$ cat config.mk
export PLATFORM = sky130hd
export DESIGN_NAME = forward_scoreboard_unit_flat
export DESIGN_NICKNAME = d
export VERILOG_FILES = /design/src/rtl/forward_scoreboard_unit_pkg.sv /design/src/rtl/forward_scoreboard_unit_if.sv /design/src/rtl/forward_scoreboard_unit_fwd_select.sv /design/src/rtl/forward_scoreboard_unit.sv /design/src/flat_wrapper.sv
export SDC_FILE = /design/constraint.sdc
export NUM_CORES = 1
export LEC_CHECK = 0
export CORE_AREA = 4 4 160 162
export DETAILED_ROUTE_END_ITERATION = 8
export DIE_AREA = 0 0 164 166
export PLACE_DENSITY = 0.5
export SYNTH_ARGS = -nofsm -noshare
export SYNTH_HDL_FRONTEND = slang
export SYNTH_SLANG_ARGS = --single-unit
$ cat constraint.sdc
create_clock -name CLK -period 3.4 [get_ports CLK]
set_input_delay 0.68 -clock CLK [delete_from_list [all_inputs] [get_ports CLK]]
set_output_delay 0.68 -clock CLK [all_outputs]
set_load 0.03 [all_outputs]
$ cat src/rtl/forward_scoreboard_unit_pkg.sv
// rtl/forward_scoreboard_unit_pkg.sv - shared types and constants for the forwarding/scoreboard unit
package forward_scoreboard_unit_pkg;

    localparam int NUM_REGS    = 32;
    localparam int REG_W       = 5;
    localparam int DEF_NUM_FWD = 2;
    localparam int DEF_LAT_W   = 3;

    // Select width needs one code per bypass stage plus the register-file code.
    function automatic int fsel_width(input int num_fwd);
        return $clog2(num_fwd + 1);
    endfunction

    localparam int DEF_FSEL_W = fsel_width(DEF_NUM_FWD);

    typedef logic [DEF_FSEL_W-1:0] fwd_sel_t;
    typedef logic [DEF_LAT_W-1:0]  lat_t;

    localparam int FWD_REGFILE = 0;

endpackage

$ cat src/rtl/forward_scoreboard_unit_if.sv
// rtl/forward_scoreboard_unit_if.sv - decode-side issue, bypass-stage and hazard result signals
interface forward_scoreboard_unit_if #(
    parameter int NUM_SRC = 2,
    parameter int NUM_FWD = 2,
    parameter int LAT_W   = 3,
    parameter int PERF_W  = 16
);
    import forward_scoreboard_unit_pkg::*;

    localparam int FSEL_W = fsel_width(NUM_FWD);

    logic                       issue_valid;
    logic                       issue_regwrite;
    logic [REG_W-1:0]           issue_wsel;
    logic [LAT_W-1:0]           issue_lat;
    logic [NUM_SRC*REG_W-1:0]   issue_rsel;
    logic [NUM_FWD-1:0]         stage_regwrite;
    logic [NUM_FWD*REG_W-1:0]   stage_wsel;
    logic                       flush;
    logic                       stall;
    logic [NUM_SRC*FSEL_W-1:0]  forward;
    logic                       busy;
    logic [PERF_W-1:0]          stall_cycles;

    modport master (
        output issue_valid, issue_regwrite, issue_wsel, issue_lat, issue_rsel,
        output stage_regwrite, stage_wsel, flush,
        input  stall, forward, busy, stall_cycles
    );

    modport slave (
        input  issue_valid, issue_regwrite, issue_wsel, issue_lat, issue_rsel,
        input  stage_regwrite, stage_wsel, flush,
        output stall, forward, busy, stall_cycles
    );

endinterface

$ cat src/rtl/forward_scoreboard_unit_fwd_select.sv
// rtl/forward_scoreboard_unit_fwd_select.sv - per-operand bypass priority encoder
module forward_scoreboard_unit_fwd_select
    import forward_scoreboard_unit_pkg::*;
#(
    parameter int NUM_FWD = 2,
    parameter int FSEL_W  = fsel_width(NUM_FWD)
) (
    input  logic [REG_W-1:0]         rsel_i,
    input  logic [NUM_FWD-1:0]       stage_regwrite_i,
    input  logic [NUM_FWD*REG_W-1:0] stage_wsel_i,
    output logic [FSEL_W-1:0]        sel_o
);

    // Scan oldest to youngest so the youngest matching stage is the last to write.
    always_comb begin
        sel_o = FSEL_W'(FWD_REGFILE);
        if (rsel_i != '0) begin
            for (int k = NUM_FWD - 1; k >= 0; k--) begin
                if (stage_regwrite_i[k] &&
                    stage_wsel_i[k*REG_W +: REG_W] == rsel_i &&
                    stage_wsel_i[k*REG_W +: REG_W] != '0) begin
                    sel_o = FSEL_W'(k + 1);
                end
            end
        end
    end

endmodule

$ cat src/rtl/forward_scoreboard_unit.sv
// rtl/forward_scoreboard_unit.sv - bypass selects, multi-cycle producer scoreboard and issue stall
module forward_scoreboard_unit
    import forward_scoreboard_unit_pkg::*;
#(
    parameter int NUM_SRC = 2,
    parameter int NUM_FWD = 2,
    parameter int LAT_W   = 3,
    parameter int PERF_W  = 16
) (
    input  logic               CLK,
    input  logic               nRST,
    forward_scoreboard_unit_if.slave bus
);

    localparam int FSEL_W = fsel_width(NUM_FWD);

    logic [LAT_W-1:0]          cnt_q [NUM_REGS];
    logic [LAT_W-1:0]          cnt_d [NUM_REGS];
    logic [PERF_W-1:0]         stall_cycles_q;
    logic [PERF_W-1:0]         stall_cycles_d;
    logic [NUM_SRC*FSEL_W-1:0] fwd_sel;
    logic                      stall;
    logic                      accept;
    logic                      busy;

    for (genvar g = 0; g < NUM_SRC; g++) begin : g_fwd
        forward_scoreboard_unit_fwd_select #(
            .NUM_FWD (NUM_FWD),
            .FSEL_W  (FSEL_W)
        ) u_fwd_select (
            .rsel_i           (bus.issue_rsel[g*REG_W +: REG_W]),
            .stage_regwrite_i (bus.stage_regwrite),
            .stage_wsel_i     (bus.stage_wsel),
            .sel_o            (fwd_sel[g*FSEL_W +: FSEL_W])
        );
    end

    always_comb begin
        stall = 1'b0;
        if (bus.issue_valid && !bus.flush) begin
            for (int i = 0; i < NUM_SRC; i++) begin
                if (bus.issue_rsel[i*REG_W +: REG_W] != '0 &&
                    cnt_q[bus.issue_rsel[i*REG_W +: REG_W]] != '0) begin
                    stall = 1'b1;
                end
            end
        end
    end

    assign accept = bus.issue_valid && !stall && !bus.flush &&
                    bus.issue_regwrite && bus.issue_wsel != '0;

    // Flush beats a fresh load, and a fresh load beats the countdown of its own entry.
    always_comb begin
        for (int r = 0; r < NUM_REGS; r++) begin
            cnt_d[r] = cnt_q[r];
            if (bus.flush) begin
                cnt_d[r] = '0;
            end else if (accept && bus.issue_wsel == REG_W'(r)) begin
                cnt_d[r] = bus.issue_lat;
            end else if (cnt_q[r] != '0) begin
                cnt_d[r] = cnt_q[r] - LAT_W'(1);
            end
        end
        cnt_d[0] = '0;
    end

    always_comb begin
        busy = 1'b0;
        for (int r = 0; r < NUM_REGS; r++) begin
            busy = busy | (|cnt_q[r]);
        end
    end

    assign stall_cycles_d = (stall && !(&stall_cycles_q)) ? stall_cycles_q + PERF_W'(1)
                                                          : stall_cycles_q;

    always_ff @(posedge CLK or negedge nRST) begin
        if (!nRST) begin
            for (int r = 0; r < NUM_REGS; r++) begin
                cnt_q[r] <= '0;
            end
            stall_cycles_q <= '0;
        end else begin
            for (int r = 0; r < NUM_REGS; r++) begin
                cnt_q[r] <= cnt_d[r];
            end
            stall_cycles_q <= stall_cycles_d;
        end
    end

    assign bus.stall        = stall;
    assign bus.forward      = fwd_sel;
    assign bus.busy         = busy;
    assign bus.stall_cycles = stall_cycles_q;

endmodule
$ cat src/flat_wrapper.sv
// flat-port wrapper written by rule: the top's interface ports become plain ports
module forward_scoreboard_unit_flat import forward_scoreboard_unit_pkg::*;
#(
    parameter int NUM_SRC = 2,
    parameter int NUM_FWD = 2,
    parameter int LAT_W   = 3,
    parameter int PERF_W  = 16
)
  (CLK, nRST, bus_issue_valid, bus_issue_regwrite, bus_issue_wsel, bus_issue_lat, bus_issue_rsel, bus_stage_regwrite, bus_stage_wsel, bus_flush, bus_stall, bus_forward, bus_busy, bus_stall_cycles);
  forward_scoreboard_unit_if #(.NUM_SRC(NUM_SRC), .NUM_FWD(NUM_FWD), .LAT_W(LAT_W), .PERF_W(PERF_W)) bus_i ();
  input  logic CLK;
  input  logic nRST;
  input wire logic [$bits(bus_i.issue_valid)-1:0] bus_issue_valid;
  input wire logic [$bits(bus_i.issue_regwrite)-1:0] bus_issue_regwrite;
  input wire logic [$bits(bus_i.issue_wsel)-1:0] bus_issue_wsel;
  input wire logic [$bits(bus_i.issue_lat)-1:0] bus_issue_lat;
  input wire logic [$bits(bus_i.issue_rsel)-1:0] bus_issue_rsel;
  input wire logic [$bits(bus_i.stage_regwrite)-1:0] bus_stage_regwrite;
  input wire logic [$bits(bus_i.stage_wsel)-1:0] bus_stage_wsel;
  input wire logic [$bits(bus_i.flush)-1:0] bus_flush;
  output wire logic [$bits(bus_i.stall)-1:0] bus_stall;
  output wire logic [$bits(bus_i.forward)-1:0] bus_forward;
  output wire logic [$bits(bus_i.busy)-1:0] bus_busy;
  output wire logic [$bits(bus_i.stall_cycles)-1:0] bus_stall_cycles;
  assign bus_i.issue_valid = bus_issue_valid;
  assign bus_i.issue_regwrite = bus_issue_regwrite;
  assign bus_i.issue_wsel = bus_issue_wsel;
  assign bus_i.issue_lat = bus_issue_lat;
  assign bus_i.issue_rsel = bus_issue_rsel;
  assign bus_i.stage_regwrite = bus_stage_regwrite;
  assign bus_i.stage_wsel = bus_stage_wsel;
  assign bus_i.flush = bus_flush;
  assign bus_stall = bus_i.stall;
  assign bus_forward = bus_i.forward;
  assign bus_busy = bus_i.busy;
  assign bus_stall_cycles = bus_i.stall_cycles;
  forward_scoreboard_unit #(.NUM_SRC(NUM_SRC), .NUM_FWD(NUM_FWD), .LAT_W(LAT_W), .PERF_W(PERF_W)) u_core (.CLK(CLK), .nRST(nRST), .bus(bus_i));
endmodule
Word level (Yosys, flattened, before mapping)

Cells that the tools add are included.

Muxes and demuxes: 108
Add/sub/neg operators: 32
Equal/unequal tests: 35
Reductions and logical operators: 151
$lt $le $gt $ge: 2
Bitwise gates (word level): 32

Operators by type and width:

| operator                | number |
|---|---|
| $mux W3                 | 97 |
| $reduce_bool A3 Y1      | 64 |
| $reduce_or A3 Y1        | 31 |
| $sub A3 B1 Y3 const B   | 31 |
| $eq A5 B5 Y1 const B    | 16 |
| $logic_and A1 B1 Y1     | 47 |
| $eq A5 B4 Y1 const B    | 8 |
| $bmux W3 S5             | 2 |
| $or A1 B1 Y1            | 30 |
| $reduce_bool A5 Y1      | 5 |
| $eq A5 B3 Y1 const B    | 4 |
| $eq A5 B5 Y1            | 4 |
| $add A16 B1 Y16 const B | 1 |
| $reduce_and A16 Y1      | 1 |
| $ge A6 B6 Y1 const B    | 2 |
| $mux W2                 | 6 |
| $not A5 Y6              | 2 |
| $eq A5 B2 Y1 const B    | 2 |
| $eq A5 B1 Y1 const B    | 1 |
| $logic_not A1 Y1        | 3 |
| $mux W1                 | 3 |

Bits in registers: 109
Word-level logic and storage cells: 392
Output and inout bits: 22

Longest topological paths before layout

Depth after elaboration: 31
Gate-level depth with buffers: 11
Mapped depth without buffers: 7

Cells and area by module

Synthesis repeated with hierarchy kept, for this count alone.

Cell total of the unflattened synthesis: 1,027
Area, all modules: 8,637.0 um^2

Modules (own cells, without submodules):

| module                             | cells an instance | sequential area each (um^2) | times used | area an instance (um^2) |
|---|---|---|---|---|
| forward_scoreboard_unit            | 987               | 2,727.6                     | 1          | 8,334.2 |
| forward_scoreboard_unit_fwd_select | 20                | 0.0                         | 2          | 151.4 |

Worst setup path after synthesis

Ideal clock, no wire load.

Path type: input-to-output
From: input port bus_issue_rsel[5]
To: output port bus_forward[3]
Data arrival time: 2,865 ps
Data required time: 2,720 ps
Cell stages on the path: 6
Slack: -145 ps
Buffers on the path: 2
Cells stage by stage: clkbuf_1 buf_2 xnor2_1 nand3_1 nor4_1 nor4_1

Cells in the longest elaborated chain, start to end: 6
Elaborated cells between the ends (all ways): 10
Those cells by class: 2 x eq/ne; 3 x mux; 5 x reduce/logical

Ends and longest elaborated chain:

| element               | line                                     | text |
|---|---|---|
| start, declared       | flat_wrapper.sv:17                       | `input wire logic [$bits(bus_i.issue_rsel)-1:0] bus_issue_rsel;` |
| $eq A5 B5 Y1          | forward_scoreboard_unit_fwd_select.sv:20 | `stage_wsel_i[k*REG_W +: REG_W] == rsel_i &&` |
| $logic_and A1 B1 Y1   | forward_scoreboard_unit_fwd_select.sv:19 | `if (stage_regwrite_i[k] &&` |
| $logic_and A1 B1 Y1   | forward_scoreboard_unit_fwd_select.sv:20 |  |
| $mux W2 (2 in series) | forward_scoreboard_unit_fwd_select.sv:19 |  |
| $mux W2 (*)           | forward_scoreboard_unit_fwd_select.sv:17 | `if (rsel_i != '0) begin` |
| end, declared         | flat_wrapper.sv:22                       | `output wire logic [$bits(bus_i.forward)-1:0] bus_forward;` |

Mark *: on every way between the ends. The rest lies on a longest branch, timed or not.

Worst setup path after layout

From: input port bus_issue_rsel[8]
To: output port bus_stall

Cells in the longest elaborated chain, start to end: 8
Elaborated cells between the ends (all ways): 9
Those cells by class: 5 x mux; 1 x bitwise; 3 x reduce/logical

Ends and longest elaborated chain:

| element                                     | line                          | text |
|---|---|---|
| $not A5 Y6 (implied by the code)            | forward_scoreboard_unit.sv:43 | `cnt_q[bus.issue_rsel[i*REG_W +: REG_W]] != '0) begin` |
| $bmux W3 S5                                 | forward_scoreboard_unit.sv:43 |  |
| $mux W3 (implied by the code) (2 in series) | forward_scoreboard_unit.sv:43 |  |
| $reduce_bool A3 Y1                          | forward_scoreboard_unit.sv:43 |  |
| $logic_and A1 B1 Y1 (*)                     | forward_scoreboard_unit.sv:42 | `if (bus.issue_rsel[i*REG_W +: REG_W] != '0 &&` |
| $mux W1 (*)                                 | forward_scoreboard_unit.sv:42 |  |
| $mux W1 (*)                                 | forward_scoreboard_unit.sv:40 | `if (bus.issue_valid && !bus.flush) begin` |
| end, declared                               | flat_wrapper.sv:21            | `output wire logic [$bits(bus_i.stall)-1:0] bus_stall;` |

Mark *: on every way between the ends. The rest lies on a longest branch, timed or not. The select of a mux whose other input is x is not followed.

==> metrics.txt <==
via/cell ratio a little over 5; CTS max path bufs 2; total number of vias between 6,000 and 7,000; ant diodes 0; Clock power frac 0.143; H-tree lvl count 3; Final Max Tran Viols 0; layout cells sized above 1 0.133; Place WS -291 ps; post-synthesis sequential area ratio 0.327; die width 164 um; largest net degree at the start of global routing 97; CP max FO 10; Synth Area in Simple Gates 0.233; part of the power in registers 0.311; WS Path Type in2out; Die ar. 0.0272 mm^2; PnR worst setup slack about 130 ps; final WL approximately 24,000 um; CTS tree yes; f_max between 0.3 and 0.4 GHz; Core ar. approximately 0.024 mm^2; number of global-route vias before repair 6,733; Root Buffer clkbuf_16; Num CTS Buffers 9; ys async rst share 1.00; Comb pwr share 0.546; prevailing post-synth register cell dfrtp_1; # clock sinks between 100 and 150; metal1 wirelength 11,300 um; worst path arrival time roughly 2600 ps; Initial DRC Count ~320; GRT Total Usage 0.180; metal3 WL about 1100 um; switching share of power 0.449; Met2 Wirelength ~11,000 um; kind of start point of the critical path input port; Synth area leader dfrtp_1; IO Pins between 50 and 60; Slew HR 0.449; starting density of the core 0.346; IO Port Bufs 56; peak supply drop between 300 and 400 uV; number of flops mapped to enable cells by yosys 0; final setup vio count 0; fin cells ~1,300; Synth Register Bits 109; synth-to-layout area growth 20.1%; Max-cap violations 0; Pleak between 4 and 5 nW; multiplexer share of the synthesized area 0.132; row count 57; grt ovf 0; synth warn 0; final hold vios 0; class of the worst hold path in2async; initial antenna violation count 0; pwr dens roughly 790 mW/mm^2; adder-cell area share of the yosys netlist 0.0946; main combinational cell family by area after synthesis simple AND/OR/NAND/NOR gates; Worst Max-Slew Pin Slew 827 ps; Hold-fix buffers, CTS 0; gpl congestion around 0.80; top-area cell type share of the netlist area 0.327; Sw Pwr approximately 3.5 mW; Worst-Skew Late Latency 370 ps; status completed; xor-xnor portion of the synthesized cell area 0.0673; Synth area leaders dfrtp_1 33%, mux2i_1 11%, ha_1 9.5%, nand2b_1 7.4%, xnor2_1 4.7%; WL per Instance 18.0 um; Cells after Synth between 900 and 1,000; post-placement cell count between 1,000 and 1,500; crit end category output port; nets 1,103; Pint between 4 and 5 mW; first-pass GRT wire length 38,400 um; highest metal used met4; post-synth net total 1,021; drt pass-1 iters 5; Avg Inst Size Synth between 9 and 10 um^2; mapped cell area approximately 0.0083 mm^2; Worst Path Required between 2000 and 3000 ps; library cells used by synthesis 52; die height 166 um; Clock Pin Slew Worst Setup and Hold Paths around 90 ps; RSZ-0062 raised after global routing no; fill cell count roughly 2,500; Tmin final 3270 ps; Setup Skew about 14 ps; DRC viols 0; Total Power around 8 mW; Tcrit/Tclk final 0.961; Synth Area in Compound Gates 0.0774; hpwl dp about 17,000 um; Final ANT Viol Nets 0
[critical path, cell delays in order]
cell             delay [ps]
clkdlybuf4s50_1         510
buf_4                   210
nor2b_1                 130
o21ai_0                  80
nand4_1                 120
o211ai_1                170
a221oi_4                430
nor2_2                   90
buf_6                   160
[flip-flops by register name, summed over array words and instances (netlist names)]
name and count:
u_core.bus.stall_cycles 16, u_core.cnt_q 93
[layer usage]
layer | vias to the layer above | track usage
met5 | - | 0
met2 | 118 | 0.292
li1 | 3346 | -
met4 | 0 | 0.0500
met1 | 3229 | 0.249
met3 | 28 | 0.0290
[placed cells by master (no fill, tap or decap), drive strengths merged, types with 25 or more instances in the layout]
master,n
ha,63
nor4,25
inv,101
dfrtp,109
nand3,43
nand2,71
xnor2,45
mux2i,91
buf,65
nand2b,98
clkdlybuf4s50,42
o21ai,70
[layout make-up]
type | count | area, um^2 | area share
Multi-Input combinational cell | 674 | 5130 | 0.513
Sequential cell | 109 | 2730 | 0.273
Timing Repair Buffer | 115 | 1070 | 0.107
Tap cell | 324 | 405 | 0.0405
Inverter | 96 | 360 | 0.0360
Clock buffer | 9 | 225 | 0.0225
Clock inverter | 7 | 83.8 | 0.00838
[final timing paths]
kind	to	slack, ps	from	depth (start not counted)
setup / recovery	bus_stall	130	bus_issue_rsel[8]	9
hold / removal	u_core.bus.stall_cycles[10]	120	nRST	1
setup reg to reg	u_core.cnt_q[76]	380	u_core.cnt_q[87]	9
hold reg to reg	u_core.bus.stall_cycles[6]	490	u_core.bus.stall_cycles[6]	1
max in group asynchronous	u_core.cnt_q[60]	2500	nRST	2
min in group CLK	u_core.bus.stall_cycles[6]	490	u_core.bus.stall_cycles[6]	1
[power groups by stage]
stage               clock network, mW  logic [mW]  registers [mW]
floorplan                           0        3.15            2.34
global placement                    0        4.20            2.46
detailed placement                  0        4.26            2.46
CTS                              1.16        4.34            2.44
global route                     1.23        4.99            2.54
finish                           1.13        4.30            2.46
[cell usage after synthesis, types with 7 or more instances]
cell	n
nor4_1	25
nor4b_1	9
nand3_1	23
mux2i_1	91
a21oi_1	9
inv_1	96
nand3_2	20
o21ai_0	69
nand2_1	71
xnor2_1	45
ha_1	63
nor2_1	22
nand4_1	11
nor3_1	23
nand2b_1	98
dfrtp_1	109
buf_2	7
xor2_1	19
clkbuf_1	28
[cell families (layout without fill, tap and decap cells)]
family / Yosys count / after routing
and+or+nand+nor: 336 / 336
muxes: 102 / 102
DFF: 109 / 109
xor gates and xnor gates: 64 / 64
adders and majority gates: 63 / 63
AOI/OAI and AO/OA: 109 / 109
buffers and inverters: 140 / 227
[through the flow]
stage	setup TNS, ps	util	hold WS, ps	area, um^2
6_report	0	0.415	116	10000
2_1_floorplan	0	-	384	8340
3_5_place_dp	-11910	0.396	477	9540
5_1_grt	0	0.415	97.7	10000
4_1_cts	0	0.413	106	9960
3_3_place_gp	-9560	0.396	479	9540
[timing repair]
| action | in CTS | in global routing |
|---|---|---|
| resized for setup | 17 | 17 |
| endpoints found under the setup margin | 1 | 4 |
| buffers inserted | 2 | 0 |
| cloned | 2 | 0 |
| pin swaps | 3 | 4 |
(Power assumes the default switching activity.)
